[src/rtl/mem_arb_pkg.sv]
// Shared definitions for the main-memory port arbiter.
// State encodings, default read latency and requester ids.
package mem_arb_pkg;

    typedef enum logic [1:0] {
        IDLE  = 2'b00,
        OWN0  = 2'b01,
        OWN1  = 2'b10,
        DRAIN = 2'b11
    } arb_state_e;

    localparam int RD_LAT_DEF = 2;

    localparam logic REQ_I = 1'b0;
    localparam logic REQ_D = 1'b1;

endpackage

[src/rtl/rd_tag_pipe.sv]
// Read-return tag pipe: carries {valid, owner} of each accepted read
// for RD_LAT cycles so the returning data can be steered.
module rd_tag_pipe #(
    parameter int RD_LAT = 2
) (
    input  logic clk,
    input  logic rst_n,
    input  logic push_valid,
    input  logic push_owner,
    output logic out_valid,
    output logic out_owner,
    output logic pending
);

    logic [RD_LAT-1:0] valid_q;
    logic [RD_LAT-1:0] valid_d;
    logic [RD_LAT-1:0] owner_q;
    logic [RD_LAT-1:0] owner_d;

    always_comb begin
        valid_d    = valid_q;
        owner_d    = owner_q;
        valid_d[0] = push_valid;
        owner_d[0] = push_owner;
        for (int i = 1; i < RD_LAT; i++) begin
            valid_d[i] = valid_q[i-1];
            owner_d[i] = owner_q[i-1];
        end
    end

    always_ff @(posedge clk or negedge rst_n) begin
        if (!rst_n) begin
            valid_q <= '0;
            owner_q <= '0;
        end else begin
            valid_q <= valid_d;
            owner_q <= owner_d;
        end
    end

    assign out_valid = valid_q[RD_LAT-1];
    assign out_owner = owner_q[RD_LAT-1];
    assign pending   = |valid_q;

endmodule

[src/rtl/mem_port_arbiter.sv]
// Grants the four-bank memory port to the I-cache or D-cache for whole
// miss sequences and steers read returns back to the owner.
module mem_port_arbiter
    import mem_arb_pkg::*;
#(
    parameter int ADDR_W = 16,
    parameter int DATA_W = 16,
    parameter int RD_LAT = RD_LAT_DEF
) (
    input  logic              clk,
    input  logic              rst,
    input  logic              req_0,
    input  logic              req_1,
    input  logic              rd_0,
    input  logic              rd_1,
    input  logic              wr_0,
    input  logic              wr_1,
    input  logic [ADDR_W-1:0] addr_0,
    input  logic [ADDR_W-1:0] addr_1,
    input  logic [DATA_W-1:0] wdata_0,
    input  logic [DATA_W-1:0] wdata_1,
    output logic              gnt_0,
    output logic              gnt_1,
    output logic [DATA_W-1:0] rdata_0,
    output logic [DATA_W-1:0] rdata_1,
    output logic              rvalid_0,
    output logic              rvalid_1,
    output logic [ADDR_W-1:0] Addr_mem,
    output logic [DATA_W-1:0] DataIn_mem,
    output logic              wr_mem,
    output logic              rd_mem,
    input  logic [DATA_W-1:0] DataOut_mem,
    output logic              busy,
    output logic              err
);

    arb_state_e state_q;
    arb_state_e state_d;
    logic       last_winner_q;
    logic       last_winner_d;
    logic       err_q;
    logic       err_d;

    logic act_0;
    logic act_1;
    logic tag_valid;
    logic tag_owner;
    logic tag_pending;
    logic proto_bad;

    assign gnt_0 = (state_q == OWN0);
    assign gnt_1 = (state_q == OWN1);
    assign busy  = (state_q != IDLE);
    assign err   = err_q;

    // A command is live only while its owner still holds req.
    assign act_0 = gnt_0 && req_0;
    assign act_1 = gnt_1 && req_1;

    always_comb begin
        Addr_mem   = '0;
        DataIn_mem = '0;
        if (act_0) begin
            Addr_mem   = addr_0;
            DataIn_mem = wdata_0;
        end else if (act_1) begin
            Addr_mem   = addr_1;
            DataIn_mem = wdata_1;
        end
    end

    assign wr_mem = (act_0 && wr_0) || (act_1 && wr_1);
    assign rd_mem = (act_0 && rd_0 && !wr_0) || (act_1 && rd_1 && !wr_1);

    assign proto_bad = ((rd_0 || wr_0) && !gnt_0)
                    || ((rd_1 || wr_1) && !gnt_1)
                    || (rd_0 && wr_0)
                    || (rd_1 && wr_1);

    always_comb begin
        state_d       = state_q;
        last_winner_d = last_winner_q;
        err_d         = err_q || proto_bad;
        unique case (state_q)
            IDLE: begin
                if (req_0 && req_1) begin
                    last_winner_d = !last_winner_q;
                    state_d       = last_winner_q ? OWN0 : OWN1;
                end else if (req_0) begin
                    last_winner_d = REQ_I;
                    state_d       = OWN0;
                end else if (req_1) begin
                    last_winner_d = REQ_D;
                    state_d       = OWN1;
                end
            end
            OWN0: begin
                if (!req_0) state_d = DRAIN;
            end
            OWN1: begin
                if (!req_1) state_d = DRAIN;
            end
            DRAIN: begin
                if (!tag_pending) state_d = IDLE;
            end
            default: begin
                state_d = IDLE;
                err_d   = 1'b1;
            end
        endcase
    end

    always_ff @(posedge clk or negedge rst) begin
        if (!rst) begin
            state_q       <= IDLE;
            last_winner_q <= REQ_D;
            err_q         <= 1'b0;
        end else begin
            state_q       <= state_d;
            last_winner_q <= last_winner_d;
            err_q         <= err_d;
        end
    end

    rd_tag_pipe #(
        .RD_LAT(RD_LAT)
    ) u_tag_pipe (
        .clk       (clk),
        .rst_n     (rst),
        .push_valid(rd_mem),
        .push_owner(act_1 ? REQ_D : REQ_I),
        .out_valid (tag_valid),
        .out_owner (tag_owner),
        .pending   (tag_pending)
    );

    assign rvalid_0 = tag_valid && (tag_owner == REQ_I);
    assign rvalid_1 = tag_valid && (tag_owner == REQ_D);
    assign rdata_0  = DataOut_mem;
    assign rdata_1  = DataOut_mem;

endmodule

[config.mk]
export PLATFORM = sky130hd
export DESIGN_NAME = mem_port_arbiter
export DESIGN_NICKNAME = d
export VERILOG_FILES = /design/src/rtl/mem_arb_pkg.sv /design/src/rtl/rd_tag_pipe.sv /design/src/rtl/mem_port_arbiter.sv
export SDC_FILE = /design/constraint.sdc
export NUM_CORES = 1
export LEC_CHECK = 0
export CORE_ASPECT_RATIO = 1.75
export CORE_MARGIN = 2
export CORE_UTILIZATION = 24
export CTS_CLUSTER_SIZE = 20
export DETAILED_ROUTE_END_ITERATION = 8
export GPL_TIMING_DRIVEN = 0
export PLACE_DENSITY = 0.86
export SYNTH_ARGS = -nofsm -noshare
export SYNTH_HDL_FRONTEND = slang
export SYNTH_HIERARCHICAL = 1
export SYNTH_SLANG_ARGS = --single-unit
[constraint.sdc]
create_clock -name clk -period 3.3 [get_ports clk]
set_clock_uncertainty 0.2 [all_clocks]
set_input_delay 0.495 -clock clk [delete_from_list [all_inputs] [get_ports clk]]
set_output_delay 0.495 -clock clk [all_outputs]
set_load 0.005 [all_outputs]
==> results of run 1 <==
[area by class of cell]
type / count / area [um^2] / area share
clock buffers: 4 / 45.0 / 0.0176
inverters: 5 / 18.8 / 0.00734
plain buffers: 39 / 285 / 0.112
flip-flops and latches: 8 / 201 / 0.0788
multi-input cells: 64 / 514 / 0.201
repair buffers: 143 / 1430 / 0.560
well taps: 49 / 61.3 / 0.0240
[cell families (layout without fill, tap and decap cells)]
| group | count (synthesis) | count (layout) | share of synthesized area |
|---|---|---|---|
| adder cells (fa/ha/maj) | 5 | 5 | 0.0615 |
| buffers and inverters | 44 | 191 | 0.296 |
| AO/OA/AOI/OAI | 42 | 42 | 0.339 |
| AND/OR/NAND/NOR | 15 | 15 | 0.0836 |
| multiplexers | 2 | 2 | 0.0209 |
| flip-flops | 8 | 8 | 0.198 |
[what timing repair did]
| item | 4_1_cts | 5_1_grt |
|---|---|---|
| resized for setup | 0 | 2 |
| setup endpoints to repair | 0 | 1 |
| hold buffers | 0 | 0 |
[where the power goes]
part | switching, mW | total [mW] | internal [mW]
clock | 0.0464 | 0.131 | 0.0844
combinational | 0.292 | 0.814 | 0.522
sequential | 0.0216 | 0.156 | 0.135
total | 0.360 | 1.10 | 0.741
[flip-flops by register name (all words and copies together), names as in the netlist]
register,flops
state_q,2
u_tag_pipe/owner_q,2
u_tag_pipe/valid_q,2
last_winner_q,1
err,1
[worst max-delay path, cell delays in order]
cell             delay, ps
clkdlybuf4s50_1        500
and2_1                 180
buf_2                  180
nor2_4                 190
buf_4                  190
a22o_1                 160
clkdlybuf4s50_1        510
[synthesized netlist by cell type]
cell and n:
a22o_1 33, nand2b_1 1, o21ai_0 1, ha_1 5, nor2_4 1, nor2_1 2
a21oi_1 3, a222oi_1 1, o31ai_1 1, nand3b_1 1, buf_2 4, nor2b_1 2
a31oi_1 1, or3_1 1, nand2_1 4, buf_4 35, o22ai_1 2, mux2i_1 1
dfstp_2 1, mux2_2 1, dfrtp_1 7, and2_1 2, inv_1 5, or2_1 1
[worst paths after layout]
kind | endpoint | slack [ps] | depth (start not counted)
hold reg to reg | u_tag_pipe/owner_q[1] | 150 | 0
setup reg to reg | state_q[0] | 1360 | 5
hold / removal | u_tag_pipe/owner_q[1] | 150 | 0
setup / recovery | Addr_mem[10] | 200 | 7
min in group asynchronous | state_q[0] | 350 | 1
max in group asynchronous | last_winner_q | 2240 | 1
[through the flow]
| step | power [mW] | hold WS [ps] |
|---|---|---|
| global placement | 0.961 | 135 |
| finish | 1.10 | 146 |
| detailed placement | 0.978 | 139 |
| CTS | 1.11 | 148 |
| floorplan | 0.522 | -0.591 |
| global route | 1.19 | 154 |
[routing by layer]
metal / up-vias / track usage / wire [um]
met3: 9 / 0.0382 / 471
met4: 0 / 0.0577 / 82
met5: - / 0 / 0
met2: 105 / 0.349 / 2420
met1: 648 / 0.152 / 1180
li1: 688 / - / -
==> flow_metrics.env, run 1 <==
export IMPL_cellLeakagePower_nw=1.10
export IMPL_cts_tree="built"
export IMPL_path_clk_slew_ps=40
export IMPL_die_w_um=53.2
export IMPL_grt_max_degree=11
export IMPL_fin_ws_ps=199
export IMPL_fin_crit_sh=0.940
export IMPL_drc=0
export IMPL_fin_crit_ps=3100
export IMPL_relSlewSlack=0.717
export IMPL_critPathCaptureType="output port"
export IMPL_cts_sinks=8
export IMPL_yosysWarnings=6
export IMPL_hpwlAfterDp_um=3650
export IMPL_ant_nets=0
export IMPL_final_fill_count=365
export IMPL_wl_per_cell_um=13.3
export IMPL_hp_start="u_tag_pipe/owner_q[0]"
export IMPL_rr_startpoint="state_q[0]"
export IMPL_synth_top_cell_area_share=0.284
export IMPL_overflow=0
export IMPL_critPathMaxFanout=10
export IMPL_arrival_ps=2410
export IMPL_synth_cell_types=24
export IMPL_max_freq_mhz=322
export IMPL_syn_mean_instance_area_um2=8.77
export IMPL_finalInstanceArea_um2=2560
export IMPL_final_common_cell="clkdlybuf4s50_1"
export IMPL_fin_nets=357
export IMPL_htreeDepth=1
export IMPL_io_pins=160
export IMPL_cts_max_path_buffers=2
export IMPL_drt_iter0_markers=24
export IMPL_die_y_um=90.1
export IMPL_tightest_slew_ps=421
export IMPL_postPlaceCellArea_um2=2510
export IMPL_first_pass_iters=5
export IMPL_slew_violations=0
export IMPL_syn2layout_area_growth_pct=151
export IMPL_vias_per_cell=4.65
export IMPL_core_um2=4110
export IMPL_grt_use_total=0.174
export IMPL_synth_seq_cells=8
export IMPL_dieArea_um2=4800
export IMPL_synth_area_um2=1020
export IMPL_fin_tns_setup_ps=0
export IMPL_critPathLaunch="req_0"
export IMPL_clockRootBuffer="clkbuf_8"
export IMPL_antenna_found_initial=0
export IMPL_instances_no_fill=312
export IMPL_dpl_worst_slack_ps=120
export IMPL_diodes=0
export IMPL_power_density_nw_per_um2=431
export IMPL_final_cell_mix="clkdlybuf4s50_1 (143), buf_4 (36), a22o_1 (33)"
export IMPL_gp_congestion=0.695
export IMPL_cts_inserted_buffers=3
export IMPL_rsz0062_at_grt="false"
export IMPL_post_cts_buffers=0
export IMPL_hold_path_class="reg -> reg"
export IMPL_clock_latency_ps=240
export IMPL_crit_type="in -> out"
export IMPL_synth_top_area_cell="a22o_1"
export IMPL_setup_viol=0
export IMPL_utilization=0.622
export IMPL_yosysSeqAreaShare=0.198
export IMPL_fp_row_count=31
export IMPL_hold_violations=0
export IMPL_cp_required_ps=2600
export IMPL_cp_start_kind="input port"
export IMPL_grt_pass1_vias=1479
export IMPL_vias=1450
export IMPL_start_util=0.247
export IMPL_grt_pass1_wl_um=6430
export IMPL_ir_worst_vdd_v=0.000308
export IMPL_dp_cells=308
export IMPL_port_buffers=143
export IMPL_layout_drive_gt1_share=0.171
export IMPL_synth_fp_nets=209
export IMPL_route_final_wire_length_um=4150
export IMPL_synthCells=116
export IMPL_synth_area_top_cells="a22o_1 (28%), buf_4 (26%), dfrtp_1 (17%), ha_1 (6.2%), dfstp_2 (2.6%)"
export IMPL_status="finished clean"
export IMPL_drv_cap=0
No activity file was read; power rests on OpenSTA's default activity.
==> inputs of run 2 (changes only) <==
SETUP_SLACK_MARGIN = 0.2   (was not set)
==> run 2 against run 1 <==
Net effect: die area unchanged; first-iteration DRC count shrank 33%; sequential power hardly changed; via count unchanged; design area grew 0.29%; setup slack improved by 110 ps; non-clock buffer count unchanged; critical path type is now reg -> out; largest cell class unchanged; largest power group unchanged.
==> flow_metrics.env, run 2 (synthesis gave the netlist of run 1 again) <==
export IMPL_status="finished clean"
export IMPL_critPathCaptureType="output port"
export IMPL_worstRegToRegCells=5
export IMPL_postPlaceCellArea_um2=2510
export IMPL_diodes=0
export IMPL_multiInputGateArea_um2=517
export IMPL_grt_max_degree=11
export IMPL_whs_path_depth=0
export IMPL_final_common_cell="clkdlybuf4s50_1"
export IMPL_wl_per_cell_um=13.4
export IMPL_grt_use_total=0.174
export IMPL_r2r_end="state_q[0]"
export IMPL_die_y_um=90.1
export IMPL_relSlewSlack=0.717
export IMPL_io_pins=160
export IMPL_seqCellArea_um2=201
export IMPL_setup_viol=0
export IMPL_first_pass_iters=6
export IMPL_holdWs_ps=146
export IMPL_path_clk_slew_ps=50
export IMPL_clock_latency_ps=240
export IMPL_reg2reg_setup_slack_ps=1330
export IMPL_hpwlAfterDp_um=3650
export IMPL_whs_endpoint="u_tag_pipe/owner_q[1]"
export IMPL_core_um2=4110
export IMPL_arrival_ps=2300
export IMPL_cp_start_kind="flip-flop"
export IMPL_drt_iter0_markers=16
export IMPL_cts_tree="built"
export IMPL_cts_max_path_buffers=2
export IMPL_utilization=0.624
export IMPL_hold_violations=0
export IMPL_cellLeakagePower_nw=1.11
export IMPL_final_fill_count=361
export IMPL_met1_usage=0.152
export IMPL_ir_worst_vdd_v=0.000309
export IMPL_fin_crit_sh=0.907
export IMPL_cts_inserted_buffers=3
export IMPL_fin_tns_setup_ps=0
export IMPL_final_cell_mix="clkdlybuf4s50_1 (142), buf_4 (37), a22o_1 (33)"
export IMPL_htreeDepth=1
export IMPL_dieArea_um2=4800
export IMPL_slew_violations=0
export IMPL_route_final_wire_length_um=4190
export IMPL_overflow=0
export IMPL_gr_max_usage_layer="met2"
export IMPL_rr_startpoint="state_q[0]"
export IMPL_gp_congestion=0.695
export IMPL_antenna_found_initial=0
export IMPL_hold_path_class="reg -> reg"
export IMPL_drv_cap=0
export IMPL_fin_nets=357
export IMPL_fp_row_count=31
export IMPL_ant_nets=0
export IMPL_rsz0062_at_grt="false"
export IMPL_use_met3=0.0382
export IMPL_fin_crit_ps=2990
export IMPL_die_w_um=53.2
export IMPL_reg_top3="state_q: 2 flops, u_tag_pipe/owner_q: 2 flops, u_tag_pipe/valid_q: 2 flops"
export IMPL_grt_pass1_wl_um=6420
export IMPL_drc=0
export IMPL_grt_pass1_vias=1473
export IMPL_vias=1450
export IMPL_hp_start="u_tag_pipe/owner_q[0]"
export IMPL_syn2layout_area_growth_pct=152
export IMPL_cts_sinks=8
export IMPL_finalInstanceArea_um2=2560
export IMPL_clockRootBuffer="clkbuf_8"
export IMPL_critPathMaxFanout=10
export IMPL_crit_type="reg -> out"
export IMPL_port_buffers=143
export IMPL_max_freq_mhz=334
export IMPL_cp_required_ps=2600
export IMPL_layout_drive_gt1_share=0.175
export IMPL_start_util=0.247
export IMPL_tightest_slew_ps=421
export IMPL_vias_per_cell=4.65
export IMPL_power_density_nw_per_um2=432
export IMPL_use_met2=0.349
run 2: area by class of cell:
class,count,share of cell area
plain buffers,39,0.112
clock buffers,4,0.0176
inverters,5,0.00732
multi-input cells,64,0.201
flip-flops and latches,8,0.0785
well taps,49,0.0239
repair buffers,143,0.559
run 2: what timing repair did:
item                                    CTS  global route
gates resized for setup                   2             2
hold buffers                              0             0
buffers inserted                          0             0
endpoints found under the setup margin    7            32
pin swaps                                 1             0
run 2: through the flow:
stage,total power [mW],setup slack [ps],instances
global route,1.19,200,312
detailed placement,0.978,120,308
CTS,1.12,221,312
floorplan,0.522,1220,116
finish,1.11,306,312
global placement,0.961,135,308
run 2: how the worst max path moves through the flow:
| stage | from | endpoint | slack, ps | cells past startpoint |
|---|---|---|---|---|
| 3_3_place_gp | req_0 | rd_mem | 130 | 7 |
| 5_1_grt | state_q[1] | rd_mem | 200 | 8 |
| 2_1_floorplan | state_q[1] | Addr_mem[0] | 1220 | 7 |
| 3_5_place_dp | req_0 | rd_mem | 120 | 7 |
| 4_1_cts | req_0 | Addr_mem[10] | 220 | 7 |
| 6_report | state_q[1] | Addr_mem[10] | 310 | 8 |
run 2: critical path: stages, from the launching register on:
cell and delay [ps]:
dfrtp_1 370, inv_1 100, ha_1 240, and2_1 170, buf_4 160, nor2_4 150, buf_4 190, a22o_1 160
clkdlybuf4s50_1 510
run 2: per-layer routing:
layer	wire length, um	up-vias
met5	0	-
met4	82	0
met3	465	9
met2	2460	103
met1	1180	651
li1	-	687
run 2: power breakdown:
part | internal [mW] | switching [mW]
sequential | 0.135 | 0.0211
clock | 0.0844 | 0.0467
combinational | 0.526 | 0.295
==> inputs of run 3 (changes only) <==
CTS_CLUSTER_SIZE = not set   (was 20)
==> results of run 3 <==
No change in the layout: final DEF, timing and power equal those of run 2.
